**src/rtl/ps2_pong_keys_pkg.sv**
```systemverilog
// Shared constants for the pong keyboard front end: scancodes, action-bit
// positions, decoder state encodings and the scancode-to-action mapping.
package ps2_pong_keys_pkg;

  // Set-2 scancodes of interest
  localparam logic [7:0] SC_EXT   = 8'hE0;
  localparam logic [7:0] SC_BRK   = 8'hF0;
  localparam logic [7:0] SC_A     = 8'h1C;
  localparam logic [7:0] SC_D     = 8'h23;
  localparam logic [7:0] SC_LEFT  = 8'h6B;  // only meaningful after E0
  localparam logic [7:0] SC_RIGHT = 8'h74;  // only meaningful after E0
  localparam logic [7:0] SC_SPACE = 8'h29;

  // Bit positions inside mAccion
  localparam int ACT_W        = 5;
  localparam int ACT_SPACE    = 0;
  localparam int ACT_B1_LEFT  = 1;
  localparam int ACT_B1_RIGHT = 2;
  localparam int ACT_B0_RIGHT = 3;
  localparam int ACT_B0_LEFT  = 4;

  // Decoder states; BRK carries a separate ext flag register
  localparam logic [1:0] DEC_BASE = 2'd0;
  localparam logic [1:0] DEC_EXT  = 2'd1;
  localparam logic [1:0] DEC_BRK  = 2'd2;

  // One-hot action mask for a code; zero for keys the game does not use
  function automatic logic [ACT_W-1:0] key_mask(input logic ext, input logic [7:0] code);
    logic [ACT_W-1:0] m;
    m = '0;
    if (!ext) begin
      case (code)
        SC_A:     m[ACT_B0_LEFT]  = 1'b1;
        SC_D:     m[ACT_B0_RIGHT] = 1'b1;
        SC_SPACE: m[ACT_SPACE]    = 1'b1;
        default:  m = '0;
      endcase
    end else begin
      case (code)
        SC_LEFT:  m[ACT_B1_LEFT]  = 1'b1;
        SC_RIGHT: m[ACT_B1_RIGHT] = 1'b1;
        default:  m = '0;
      endcase
    end
    return m;
  endfunction

endpackage

```
**src/rtl/ps2_pong_keys_rx.sv**
```systemverilog
// PS/2 receiver (ps2_rx): synchronizes the raw PS/2 lines, samples data on
// falling clock edges, assembles 11-bit frames, checks start/odd parity/stop
// and aborts a frame whose edges stop arriving.
module ps2_pong_keys_rx #(
  parameter int TIMEOUT_CYCLES = 25000
) (
  input  logic       clk,
  input  logic       rst,
  input  logic       ps2_clk,
  input  logic       ps2_data,
  output logic [7:0] rx_byte,
  output logic       rx_valid,
  output logic       frame_err
);

  localparam int TW = $clog2(TIMEOUT_CYCLES + 1);
  localparam logic [TW-1:0] TMO_LAST = TW'(TIMEOUT_CYCLES - 1);

  logic          clk_meta, clk_sync, clk_prev;
  logic          data_meta, data_sync;
  logic          fall;
  logic [3:0]    bit_cnt;
  logic [9:0]    frame_q;   // start, d0..d7, parity once ten bits are in
  logic [TW-1:0] tmo_cnt;
  logic          frame_ok;

  // Two-flop synchronizers plus the previous synced clock for edge detection
  always_ff @(posedge clk) begin
    // NOTE: sequential state always uses non-blocking assignments so every
    // flop samples pre-edge values regardless of statement order.
    if (rst) begin
      // Idle-high reset values keep a reset release from looking like an edge
      clk_meta  <= 1'b1;
      clk_sync  <= 1'b1;
      clk_prev  <= 1'b1;
      data_meta <= 1'b1;
      data_sync <= 1'b1;
    end else begin
      clk_meta  <= ps2_clk;
      clk_sync  <= clk_meta;
      clk_prev  <= clk_sync;
      data_meta <= ps2_data;
      data_sync <= data_meta;
    end
  end

  assign fall = clk_prev & ~clk_sync;

  // On the stop-bit edge data_sync holds the stop bit itself
  assign frame_ok = ~frame_q[0] & (^frame_q[9:1]) & data_sync;

  // Frame assembly, checking and inter-edge timeout
  always_ff @(posedge clk) begin
    rx_valid  <= 1'b0;
    frame_err <= 1'b0;
    if (rst) begin
      bit_cnt <= '0;
      frame_q <= '0;
      tmo_cnt <= '0;
      rx_byte <= '0;
    end else if (fall) begin
      tmo_cnt <= '0;
      if (bit_cnt == 4'd10) begin
        bit_cnt <= '0;
        if (frame_ok) begin
          rx_byte  <= frame_q[8:1];
          rx_valid <= 1'b1;
        end else begin
          frame_err <= 1'b1;
        end
      end else begin
        frame_q <= {data_sync, frame_q[9:1]};
        bit_cnt <= bit_cnt + 4'd1;
      end
    end else if (bit_cnt != 4'd0) begin
      if (tmo_cnt == TMO_LAST) begin
        bit_cnt   <= '0;
        tmo_cnt   <= '0;
        frame_err <= 1'b1;
      end else begin
        tmo_cnt <= tmo_cnt + 1'b1;
      end
    end
  end

endmodule

```
**src/rtl/ps2_pong_keys.sv**
```systemverilog
// Pong keyboard front end: decodes make/break sequences into a held-key
// vector and launches mAccion/bandera strobes on presses and on auto-repeat.
module ps2_pong_keys
  import ps2_pong_keys_pkg::*;
#(
  parameter int CLK_HZ         = 25000000,
  parameter int TIMEOUT_CYCLES = 25000,
  parameter int REPEAT_CYCLES  = 2500000,
  parameter int BANDERA_WIDTH  = 4
) (
  input  logic             Clock,
  input  logic             Reset,
  input  logic             ps2_clk,
  input  logic             ps2_data,
  output logic [ACT_W-1:0] mAccion,
  output logic             bandera,
  output logic [7:0]       rx_byte,
  output logic             rx_valid,
  output logic             frame_err
);

  if (CLK_HZ <= 0 || BANDERA_WIDTH < 1) begin : g_bad_params
    $error("ps2_pong_keys: CLK_HZ and BANDERA_WIDTH must be positive");
  end

  localparam int RW = $clog2(REPEAT_CYCLES + 1);
  localparam int SW = $clog2(2 * BANDERA_WIDTH + 2);
  localparam logic [RW-1:0] RPT_LAST   = RW'(REPEAT_CYCLES - 1);
  localparam logic [SW-1:0] STR_RISE   = SW'(1);
  localparam logic [SW-1:0] STR_HI_END = SW'(BANDERA_WIDTH + 1);
  localparam logic [SW-1:0] STR_LAST   = SW'(2 * BANDERA_WIDTH + 1);

  logic [1:0]       dec_state, dec_next;
  logic             brk_ext, brk_ext_next;
  logic [ACT_W-1:0] held, held_next, key;
  logic             is_make, is_break, code_ext;
  logic             press_req, rep_req, req, launch, pending;
  logic [RW-1:0]    rep_cnt;
  logic [SW-1:0]    str_cnt;  // 0 idle, 1 launched, then high window, then min-low window

  ps2_pong_keys_rx #(
    .TIMEOUT_CYCLES(TIMEOUT_CYCLES)
  ) u_ps2_rx (
    .clk      (Clock),
    .rst      (Reset),
    .ps2_clk  (ps2_clk),
    .ps2_data (ps2_data),
    .rx_byte  (rx_byte),
    .rx_valid (rx_valid),
    .frame_err(frame_err)
  );

  // Prefix decoding and held-vector update for the byte received this cycle
  always_comb begin
    // NOTE: every combinational output gets a default first, so no path can
    // leave a value unassigned and infer a latch.
    dec_next     = dec_state;
    brk_ext_next = brk_ext;
    held_next    = held;
    press_req    = 1'b0;
    is_make      = 1'b0;
    is_break     = 1'b0;
    code_ext     = 1'b0;
    if (rx_valid) begin
      case (dec_state)
        DEC_EXT: begin
          if (rx_byte == SC_BRK) begin
            dec_next     = DEC_BRK;
            brk_ext_next = 1'b1;
          end else begin
            dec_next = DEC_BASE;
            is_make  = 1'b1;
            code_ext = 1'b1;
          end
        end
        DEC_BRK: begin
          dec_next = DEC_BASE;
          is_break = 1'b1;
          code_ext = brk_ext;
        end
        default: begin
          dec_next = DEC_BASE;
          if (rx_byte == SC_EXT) begin
            dec_next = DEC_EXT;
          end else if (rx_byte == SC_BRK) begin
            dec_next     = DEC_BRK;
            brk_ext_next = 1'b0;
          end else begin
            is_make = 1'b1;
          end
        end
      endcase
    end
    key = key_mask(code_ext, rx_byte);
    // Typematic makes of an already-held key are ignored
    if (is_make && key != '0 && (held & key) == '0) begin
      held_next = held | key;
      press_req = 1'b1;
    end
    if (is_break) begin
      held_next = held & ~key;
    end
  end

  assign rep_req = (held != '0) && (rep_cnt == RPT_LAST);
  assign req     = press_req | rep_req;
  assign launch  = (str_cnt == '0) && (req || pending);

  // Decoder state and held-key vector
  always_ff @(posedge Clock) begin
    if (Reset) begin
      dec_state <= DEC_BASE;
      brk_ext   <= 1'b0;
      held      <= '0;
    end else begin
      dec_state <= dec_next;
      brk_ext   <= brk_ext_next;
      held      <= held_next;
    end
  end

  // Strobe launch, bandera window, pending collapse and auto-repeat timer
  always_ff @(posedge Clock) begin
    if (Reset) begin
      mAccion <= '0;
      bandera <= 1'b0;
      str_cnt <= '0;
      pending <= 1'b0;
      rep_cnt <= '0;
    end else begin
      if (launch) begin
        mAccion <= held_next;
        str_cnt <= STR_RISE;
        pending <= 1'b0;
      end else begin
        // mAccion only otherwise moves when everything has been released
        if (held_next == '0) mAccion <= '0;
        // A request that cannot launch means the window is busy
        if (req) pending <= 1'b1;
        if (str_cnt == STR_LAST)   str_cnt <= '0;
        else if (str_cnt != '0)    str_cnt <= str_cnt + 1'b1;
      end

      if (str_cnt == STR_RISE)        bandera <= 1'b1;
      else if (str_cnt == STR_HI_END) bandera <= 1'b0;

      if (launch || held == '0 || rep_req) rep_cnt <= '0;
      else                                 rep_cnt <= rep_cnt + 1'b1;
    end
  end

endmodule

```
**config.mk**
```make
export PLATFORM = sky130hd
export DESIGN_NAME = ps2_pong_keys
export DESIGN_NICKNAME = d
export VERILOG_FILES = /design/src/rtl/ps2_pong_keys_pkg.sv /design/src/rtl/ps2_pong_keys_rx.sv /design/src/rtl/ps2_pong_keys.sv
export SDC_FILE = /design/constraint.sdc
export NUM_CORES = 1
export LEC_CHECK = 0
export ABC_AREA = 1
export BUFFER_PORTS_ARGS = -buffer_cell sky130_fd_sc_hd__buf_2
export CAP_MARGIN = 5
export CORE_ASPECT_RATIO = 1.4
export CORE_MARGIN = 4
export CORE_UTILIZATION = 55
export CTS_BUF_LIST = sky130_fd_sc_hd__clkbuf_8
export CTS_CLUSTER_DIAMETER = 30
export DETAILED_ROUTE_END_ITERATION = 12
export PLACE_DENSITY = 0.73
export SLEW_MARGIN = 20
export SYNTH_ARGS = -nofsm -noshare
export SYNTH_HDL_FRONTEND = slang
export SYNTH_SLANG_ARGS = --single-unit
```
**constraint.sdc**
```tcl
create_clock -name Clock -period 5.9 [get_ports Clock]
set_input_delay 1.77 -clock Clock [delete_from_list [all_inputs] [get_ports Clock]]
set_output_delay 1.77 -clock Clock [all_outputs]
set_load 0.005 [all_outputs]
```
# After elaboration in Yosys (flattened, before gate mapping)
# Cells that the tools add are included.
# classes
n_reduce_logical,31
n_addsub,4
eq_ne,17
n_mux,42
bitwise,13
# op_table
op,n
1-bit 2-to-1 mux,26
5-bit 2-to-1 mux,5
22-bit by 1-bit adder with 22-bit output (second input constant),1
22-bit == test (second input constant),1
8-bit by 6-bit == test with 1-bit output (second input constant),2
8-bit by 7-bit == test with 1-bit output (second input constant),2
8-bit == test (second input constant),2
4-bit 2-to-1 mux,4
15-bit by 1-bit adder with 15-bit output (second input constant),1
15-bit == test (second input constant),1
5-bit zero test,3
15-bit 2-to-1 mux,1
5-bit bitwise AND,2
2-bit nonzero test,5
5-bit nonzero test,2
9-bit XOR reduction,1
4-bit by 1-bit adder with 4-bit output (second input constant),2
4-bit == test (second input constant),2
8-bit by 5-bit == test with 1-bit output (second input constant),1
4-bit nonzero test,2
1-bit case mux with 2 select lines,3
2-bit OR reduction,3
3-bit OR reduction,2
1-bit inverter,5
other kinds (19),28
# word_totals
out_inout_bits,16
input_bits,4
regBits,85
wordCells,127

# Logic depth before layout (Yosys ltp)
# Gate-level depths: netlist of run 1.
# depth
depth_word,15
ltp_mapped,18
depth_no_buf,18

# Hierarchy
# From an unflattened synthesis of run 1, not the netlist that was laid out.
# hier_totals
cells_unflattened,620
hier_area_um2,4673.2
# modules_own_cells
mod,seq_area_each_um2,n_inst,area_each_um2,cells_each
ps2_pong_keys,820.8,1,2507.4,325
ps2_pong_keys_rx,880.8,1,2165.8,295

# Worst setup path before layout of run 1
# Ideal clock, no wire load.
# synth_timing
path_kind,input port to flip-flop
startpoint,input Reset
endpoint,register u_ps2_rx.tmo_cnt[14]
required_time_ps,5785
arrival_time_ps,2742
slack_ps,3044
path_stages,6
path_cell_list,clkbuf_1 -> inv_1 -> nand2_1 -> clkbuf_1 -> a21oi_1 -> o21a_1
# synth_via
elab_chain_cells,1
# synth_lines
element,line_no,text
start: declaration,ps2_pong_keys.sv:12,"input logic Reset,"
2-bit OR reduction (no line),-,
end signal: assignment,ps2_pong_keys_rx.sv:81,tmo_cnt <= tmo_cnt + 1'b1;
end: declaration,ps2_pong_keys_rx.sv:24,logic [TW-1:0] tmo_cnt;
# No other way between the ends.
# A chain may end at the register's enable or synchronous reset.

# Final worst setup path of run 1
# layout_timing
startpoint,input Reset
endpoint,register u_ps2_rx.tmo_cnt[8]
# Same word-level chain as after synthesis.

==> flow_metrics.py, run 1 <==
metrics = {
    "run_status": {
        "status": "finished clean",
    },
    "clock_tree": {
        "clk_latency_ns": 0.34,
        "clk_path_buf_depth": 2,
        "post_cts_buffers": 0,
        "numCtsBuffers": 9,
        "hold_buffers": 0,
        "cts-root-buf": "clkbuf_8",
        "cts_tree": "yes",
        "htreeDepth": 3,
        "post_cts_resized": 0,
        "cts_num_sinks": 85,
        "cts.reportedPaths.clkPinSlew_ns": 0.08,
    },
    "worst_setup_path": {
        "endpoint": "u_ps2_rx.tmo_cnt[8]",
        "r2r-end": "rep_cnt[21]",
        "cp_max_fo": 25,
        "timing.rr.start": "dec_state[0]",
        "worstPathArrival_ns": 3.38,
        "reg2regPathDepth": 14,
        "start_kind": "input pin",
        "startpoint": "Reset",
        "cp.required_ns": 6.18,
        "rrSetupSlack_ns": 3.31,
        "critPathCaptureType": "flip-flop",
        "critPathKind": "input pin to flip-flop",
    },
    "floorplan": {
        "rows": 37,
        "start_util_pct": 56.3,
        "num_io_pins": 20,
        "die_h_um": 111,
        "die_w_um": 81.3,
        "core_area_mm2": 0.00736,
        "die_area_mm2": 0.00900,
    },
    "power": {
        "powerDensity_mw_per_mm2": 259,
        "p_sw_share_pct": 22.4,
        "p_leak_nw": 1.83,
        "power.share.sequential_pct": 51.0,
        "p_sw_uw": 263,
        "ir_drop_mv": 0.223,
        "p_comb_share_pct": 7.1,
        "p_clk_share_pct": 41.9,
        "internal-power_uw": 913,
    },
    "sta": {
        "worst_pin_slew_ns": 0.632,
        "slew_violations": 0,
        "setup_violations": 0,
        "skew_ns": 0.00734,
        "slew-limit-headroom_pct": 57.8,
        "min_period_over_period_pct": 52.6,
        "rsz0062_at_grt": "no",
        "layout_min_cycle_time_ns": 3.10,
        "fmax_mhz": 322,
        "finalHoldViolCount": 0,
        "setup_ws_ns": 2.80,
        "fin_tns_setup_ns": 0,
    },
    "global_route": {
        "antenna_found_initial": 0,
        "first_global_vias": 3286,
        "grt_pass1_wl_um": 13500,
        "grt-ovfl-total": 0,
        "grt_max_degree": 26,
        "grt_util_all_layers_pct": 18.1,
    },
    "routing": {
        "drt_iter0_drc": 123,
        "wl_per_cell_um": 11.4,
        "num_vias": 3388,
        "drc": 0,
        "dr.pass1.iters": 5,
        "vias_per_cell": 5.06,
        "routed_wl_um": 7650,
        "ant_nets": 0,
    },
    "finish": {
        "multi_input_area_mm2": 0.00205,
        "seqCellArea_mm2": 0.00170,
        "num-fill-cells": 668,
        "fin_area_mm2": 0.00454,
        "layout-drive-gt1-share_pct": 14.5,
        "synthToLayoutAreaGrowth_pct": 9.55,
        "nets": 582,
        "final_core_util_pct": 61.6,
        "diodes": 0,
        "fin_cells": 670,
    },
    "placed_design": {
        "placed_cells": 654,
        "gp_congestion": 0.825,
        "dp_slack_ns": 2.43,
        "placed_cell_area_mm2": 0.00429,
        "port_buffers": 19,
        "dp_hpwl_um": 5790,
    },
    "synth": {
        "yosysMostFrequentCell": "dfxtp_1",
        "synth_ff_type": "dfxtp_1",
        "syn-num-nets": 562,
        "synthTopCellsByArea": "dfxtp_1, inv_1, nand2_1",
        "synth_edf_count": 0,
        "synth_area_per_cell_um2": 7.56,
        "yosys_register_bits": 85,
        "ys_seq_area_share_pct": 41.1,
        "ys_types": 43,
        "yosys_warnings": 0,
        "syn-cell-area_mm2": 0.00414,
        "synthTopCellsByCount": "dfxtp_1, inv_1, nand2_1, nor2_1, nand3_1",
        "yosys.area.top_type_share_pct": 41.1,
        "synthArstFlopShare_pct": 0,
        "synthCells": 548,
        "synth_top_area_cell": "dfxtp_1",
    },
    "job": {
        "max-cap-violations": 0,
    },
    "hold_path": {
        "min_from": "u_ps2_rx.clk_meta",
        "min_path_type": "flip-flop to flip-flop",
    },
}
-- worst max-delay path: stages --
cell     delay (ns)
buf_2          0.21
inv_1          0.51
nand2_1        0.39
inv_1          0.25
o21ai_0        0.12
a21oi_1        0.12
-- metrics by stage --
stage	hold slack (ns)	power, mW
after floorplan	0.389	0.677
after global placement	0.396	0.692
after CTS	0.416	1.19
after global routing	0.441	1.23
after detailed placement	0.396	0.697
final	0.413	1.18
-- how the worst min path moves through the flow --
| stage | end | slack (ns) | depth (start not counted) |
|---|---|---|---|
| final | u_ps2_rx.clk_sync | 0.41 | 1 |
| after global routing | u_ps2_rx.clk_sync | 0.44 | 1 |
| after CTS | u_ps2_rx.clk_sync | 0.42 | 1 |
| after detailed placement | u_ps2_rx.clk_sync | 0.40 | 1 |
| after global placement | u_ps2_rx.clk_sync | 0.40 | 1 |
| after floorplan | u_ps2_rx.clk_sync | 0.39 | 1 |
-- cells by family after synthesis --
kind of cell | share of synthesized area [%]
AO/OA/AOI/OAI | 10.3
AND/OR/NAND/NOR | 30.7
buffers and inverters | 9.46
adder cells (fa/ha/maj) | 3.02
flip-flops | 41.1
XOR/XNOR | 5.50
-- flip-flops by register name, summed over array words and instances (netlist names), 2 cells and up --
register and cells:
mAccion 5, u_ps2_rx.frame_q 10, dec_state 2, u_ps2_rx.bit_cnt 4
rep_cnt 22, held 5, str_cnt 4, u_ps2_rx.tmo_cnt 15
u_ps2_rx.rx_byte 8
-- cells in the final DEF, fill, tap and decap left out, types with 4 or more instances in the layout --
cell type	instances
a21oi_1	30
buf_2	19
clkbuf_8	10
dfxtp_1	85
ha_1	10
inv_1	84
nand2_1	80
nand2_2	5
nand3_1	35
nand4_1	13
nor2_1	61
nor2_2	20
nor3_1	16
nor4_1	4
o21ai_0	30
or2_2	6
xnor2_1	11
xor2_1	15
-- cell type report --
| class | instances | share of cell area [%] |
|---|---|---|
| Clock inverter | 6 | 2.45 |
| Timing Repair Buffer | 19 | 2.10 |
| Clock buffer | 10 | 3.03 |
| Sequential cell | 85 | 37.5 |
| Multi-Input combinational cell | 368 | 45.1 |
| Inverter | 85 | 7.09 |
| Tap cell | 97 | 2.68 |
-- layer usage --
metal	routed length, µm	GRT usage, %	share of wire, %
met1	3430	20.8	45
met2	3930	33.1	51
met3	185	2.85	2.4
met4	107	5.64	1.4
met5	0	0	0
-- power groups by stage --
stage,logic (mW),clock network (mW),registers (mW)
after global placement,0.0788,0,0.613
final,0.0833,0.493,0.600
after CTS,0.0845,0.503,0.600
after detailed placement,0.0841,0,0.613
after global routing,0.0965,0.528,0.602
after floorplan,0.0655,0,0.611
(Power assumes the default switching activity.)
==> run 2, diff against run 1 <==
--- a/config.mk
+++ b/config.mk
@@ -5,7 +5,7 @@
 export SDC_FILE = /design/constraint.sdc
 export NUM_CORES = 1
 export LEC_CHECK = 0
-export ABC_AREA = 1
+export ABC_AREA = 0
 export BUFFER_PORTS_ARGS = -buffer_cell sky130_fd_sc_hd__buf_2
 export CAP_MARGIN = 5
 export CORE_ASPECT_RATIO = 1.4
==> constraint.sdc (replaced) <==
create_clock -name Clock -period 3 [get_ports Clock]
set_input_delay 0.9 -clock Clock [delete_from_list [all_inputs] [get_ports Clock]]
set_output_delay 0.9 -clock Clock [all_outputs]
set_load 0.005 [all_outputs]
==> run 2 against run 1 <==
Effect of this change: clock power grew 62%; register-to-register slack lost 3.1 ns; critical path depth grew 2; routed wire length grew 2.1%; worst hold slack gained 0.0045 ns; worst setup slack lost 2.6 ns; power grew 76%; clock skew grew 0.0015 ns; first-iteration DRC count grew 13%; largest cell class unchanged; via count shrank 7.1%; synthesized cell count shrank 17%; sequential share of layout area grew 1.5 points.
==> flow_metrics.py, run 2 <==
metrics = {
    "run_status": {
        "status": "finished clean",
    },
    "synth": {
        "yosys_warnings": 0,
        "synthTopCellsByCount": "nor2_1, dfxtp_1, nand2_1, xor2_1, xnor2_1",
        "syn-num-nets": 467,
        "yosysMostFrequentCell": "nor2_1",
        "syn-cell-area_mm2": 0.00399,
        "synthCells": 453,
        "yosys.area.top_type_share_pct": 42.7,
        "yosys_register_bits": 85,
        "ys_seq_area_share_pct": 42.7,
        "ys_types": 49,
        "synth_area_per_cell_um2": 8.81,
        "synth_edf_count": 0,
        "synth_ff_type": "dfxtp_1",
        "synthTopCellsByArea": "dfxtp_1, nor2_1, xor2_1",
        "synthArstFlopShare_pct": 0,
        "synth_top_area_cell": "dfxtp_1",
    },
    "routing": {
        "dr.pass1.iters": 4,
        "vias_per_cell": 5.53,
        "drt_iter0_drc": 139,
        "ant_nets": 0,
        "wl_per_cell_um": 13.7,
        "routed_wl_um": 7810,
        "num_vias": 3148,
        "drc": 0,
    },
    "clock_tree": {
        "numCtsBuffers": 9,
        "post_cts_buffers": 0,
        "hold_buffers": 0,
        "clk_latency_ns": 0.35,
        "cts-root-buf": "clkbuf_8",
        "cts.reportedPaths.clkPinSlew_ns": 0.08,
        "post_cts_resized": 0,
        "clk_path_buf_depth": 2,
        "cts_num_sinks": 85,
        "htreeDepth": 3,
        "cts_tree": "yes",
    },
    "finish": {
        "fin_area_mm2": 0.00436,
        "most-common-layout-cells": "nor2_1, dfxtp_1, nand2_1, xor2_1, xnor2_1",
        "diodes": 0,
        "synthToLayoutAreaGrowth_pct": 9.32,
        "reg_top3": "rep_cnt x22, u_ps2_rx.tmo_cnt x15, u_ps2_rx.frame_q x10",
        "layout-drive-gt1-share_pct": 11.0,
        "final_common_cell": "nor2_1",
        "regMostFlops": "rep_cnt",
        "largest_reg_flops": 22,
        "nets": 484,
        "fin_cells": 569,
    },
    "sta": {
        "layout_min_cycle_time_ns": 2.77,
        "fin_tns_setup_ns": 0,
        "finalHoldViolCount": 0,
        "rsz0062_at_grt": "no",
        "setup_violations": 0,
        "worst_pin_slew_ns": 0.633,
        "fmax_mhz": 361,
        "slew-limit-headroom_pct": 57.5,
        "skew_ns": 0.00883,
        "hold_ws_ns": 0.417,
        "slew_violations": 0,
        "min_period_over_period_pct": 92.4,
    },
    "floorplan": {
        "die_h_um": 109,
        "die_area_mm2": 0.00870,
        "num_io_pins": 20,
        "rows": 36,
        "die_w_um": 80.0,
        "start_util_pct": 56.8,
        "core_area_mm2": 0.00703,
    },
    "power": {
        "p_leak_nw": 1.64,
        "ir_drop_mv": 0.331,
        "powerDensity_mw_per_mm2": 474,
    },
    "global_route": {
        "first_global_vias": 3136,
        "grt-ovfl-total": 0,
        "grt_util_all_layers_pct": 19.7,
        "grt_pass1_wl_um": 13800,
        "antenna_found_initial": 0,
        "grt_max_degree": 28,
    },
    "placed_design": {
        "placed_cells": 554,
        "dp_hpwl_um": 5690,
        "port_buffers": 19,
        "placed_cell_area_mm2": 0.00416,
        "gp_congestion": 0.917,
    },
    "worst_setup_path": {
        "crit_path_top_delay_cell": "or4_4",
        "worstPathArrival_ns": 3.01,
        "critPathMaxStageDelay_ns": 0.53,
        "cp_max_fo": 5,
        "crit_buf_inv": 1,
        "critPathCaptureType": "flip-flop",
        "reg2regPathDepth": 8,
        "cp.required_ns": 3.24,
        "crit_chain": "inv_1 -> ha_1 -> nand2b_1 -> nor4_2 -> a2111o_1 -> or4_4 -> o32a_1 -> o32ai_1",
        "cp.depth": 8,
        "crit_family": "compound AO/OA/AOI/OAI gates",
        "critPathKind": "flip-flop to flip-flop",
        "start_kind": "flip-flop",
    },
    "job": {
        "max-cap-violations": 0,
    },
    "hold_path": {
        "min_path_type": "flip-flop to flip-flop",
        "whs_path_depth": 1,
    },
}
-- run 2: cell types whose count changed after synthesis, moves of 9 or more --
cell      previous run  this run
inv_1               83        15
nand2_1             80        26
nor2_1              61        89
o21ai_0             30         3
a21oi_1             30         8
mux2i_1              0        21
nor2_2              20         0
nand3_1             35        19
xnor2_1             11        22
xor2_1              15        25
nand2b_1             0         9
-- run 2: power breakdown --
group	switching [mW]	total [mW]	internal, mW
combinational	0.0663	0.110	0.0434
sequential	0.0119	1.15	1.14
clock	0.379	0.801	0.423
-- run 2: cell families (layout without fill, tap and decap cells) --
kind of cell | count (synthesis) | count (layout) | share of synthesized area, %
and+or+nand+nor | 222 | 222 | 28.8
DFF | 85 | 85 | 42.7
xor gates and xnor gates | 47 | 47 | 10.3
AOI/OAI and AO/OA | 38 | 38 | 7.03
buffers and inverters | 30 | 51 | 2.82
muxes | 21 | 21 | 5.27
adders and majority gates | 10 | 10 | 3.14
-- run 2: final timing paths --
check	from	endpoint	slack, ns
max	dec_state[0]	mAccion[3]	0.23
min	u_ps2_rx.data_meta	u_ps2_rx.data_sync	0.42
max reg2reg	dec_state[0]	mAccion[3]	0.23
min reg2reg	u_ps2_rx.data_meta	u_ps2_rx.data_sync	0.42
-- run 2: layout make-up --
cell class              instances  area, µm²
well taps                      95        119
clock buffers                  11        151
clock inverters                 4       47.5
flip-flops and latches         85       1700
multi-input cells             338       2170
inverters                      15       56.3
repair buffers                 21        110
fillers                       657       2670
-- run 2: through the flow --
stage	power [mW]	setup slack [ns]	util, %
after floorplan	1.27	0.490	-
after global placement	1.29	0.355	59.2
after detailed placement	1.29	0.260	59.2
after CTS	2.09	0.239	62.1
after global routing	2.15	0.0676	62.1
final	2.07	0.229	62.1
-- run 2: layer usage --
metal | track usage (%) | wire [µm] | share of wire [%]
met1 | 23.0 | 3450 | 44
met5 | 0 | 0 | 0
met3 | 4.96 | 217 | 2.8
met4 | 7.73 | 136 | 1.7
met2 | 34.2 | 4010 | 51
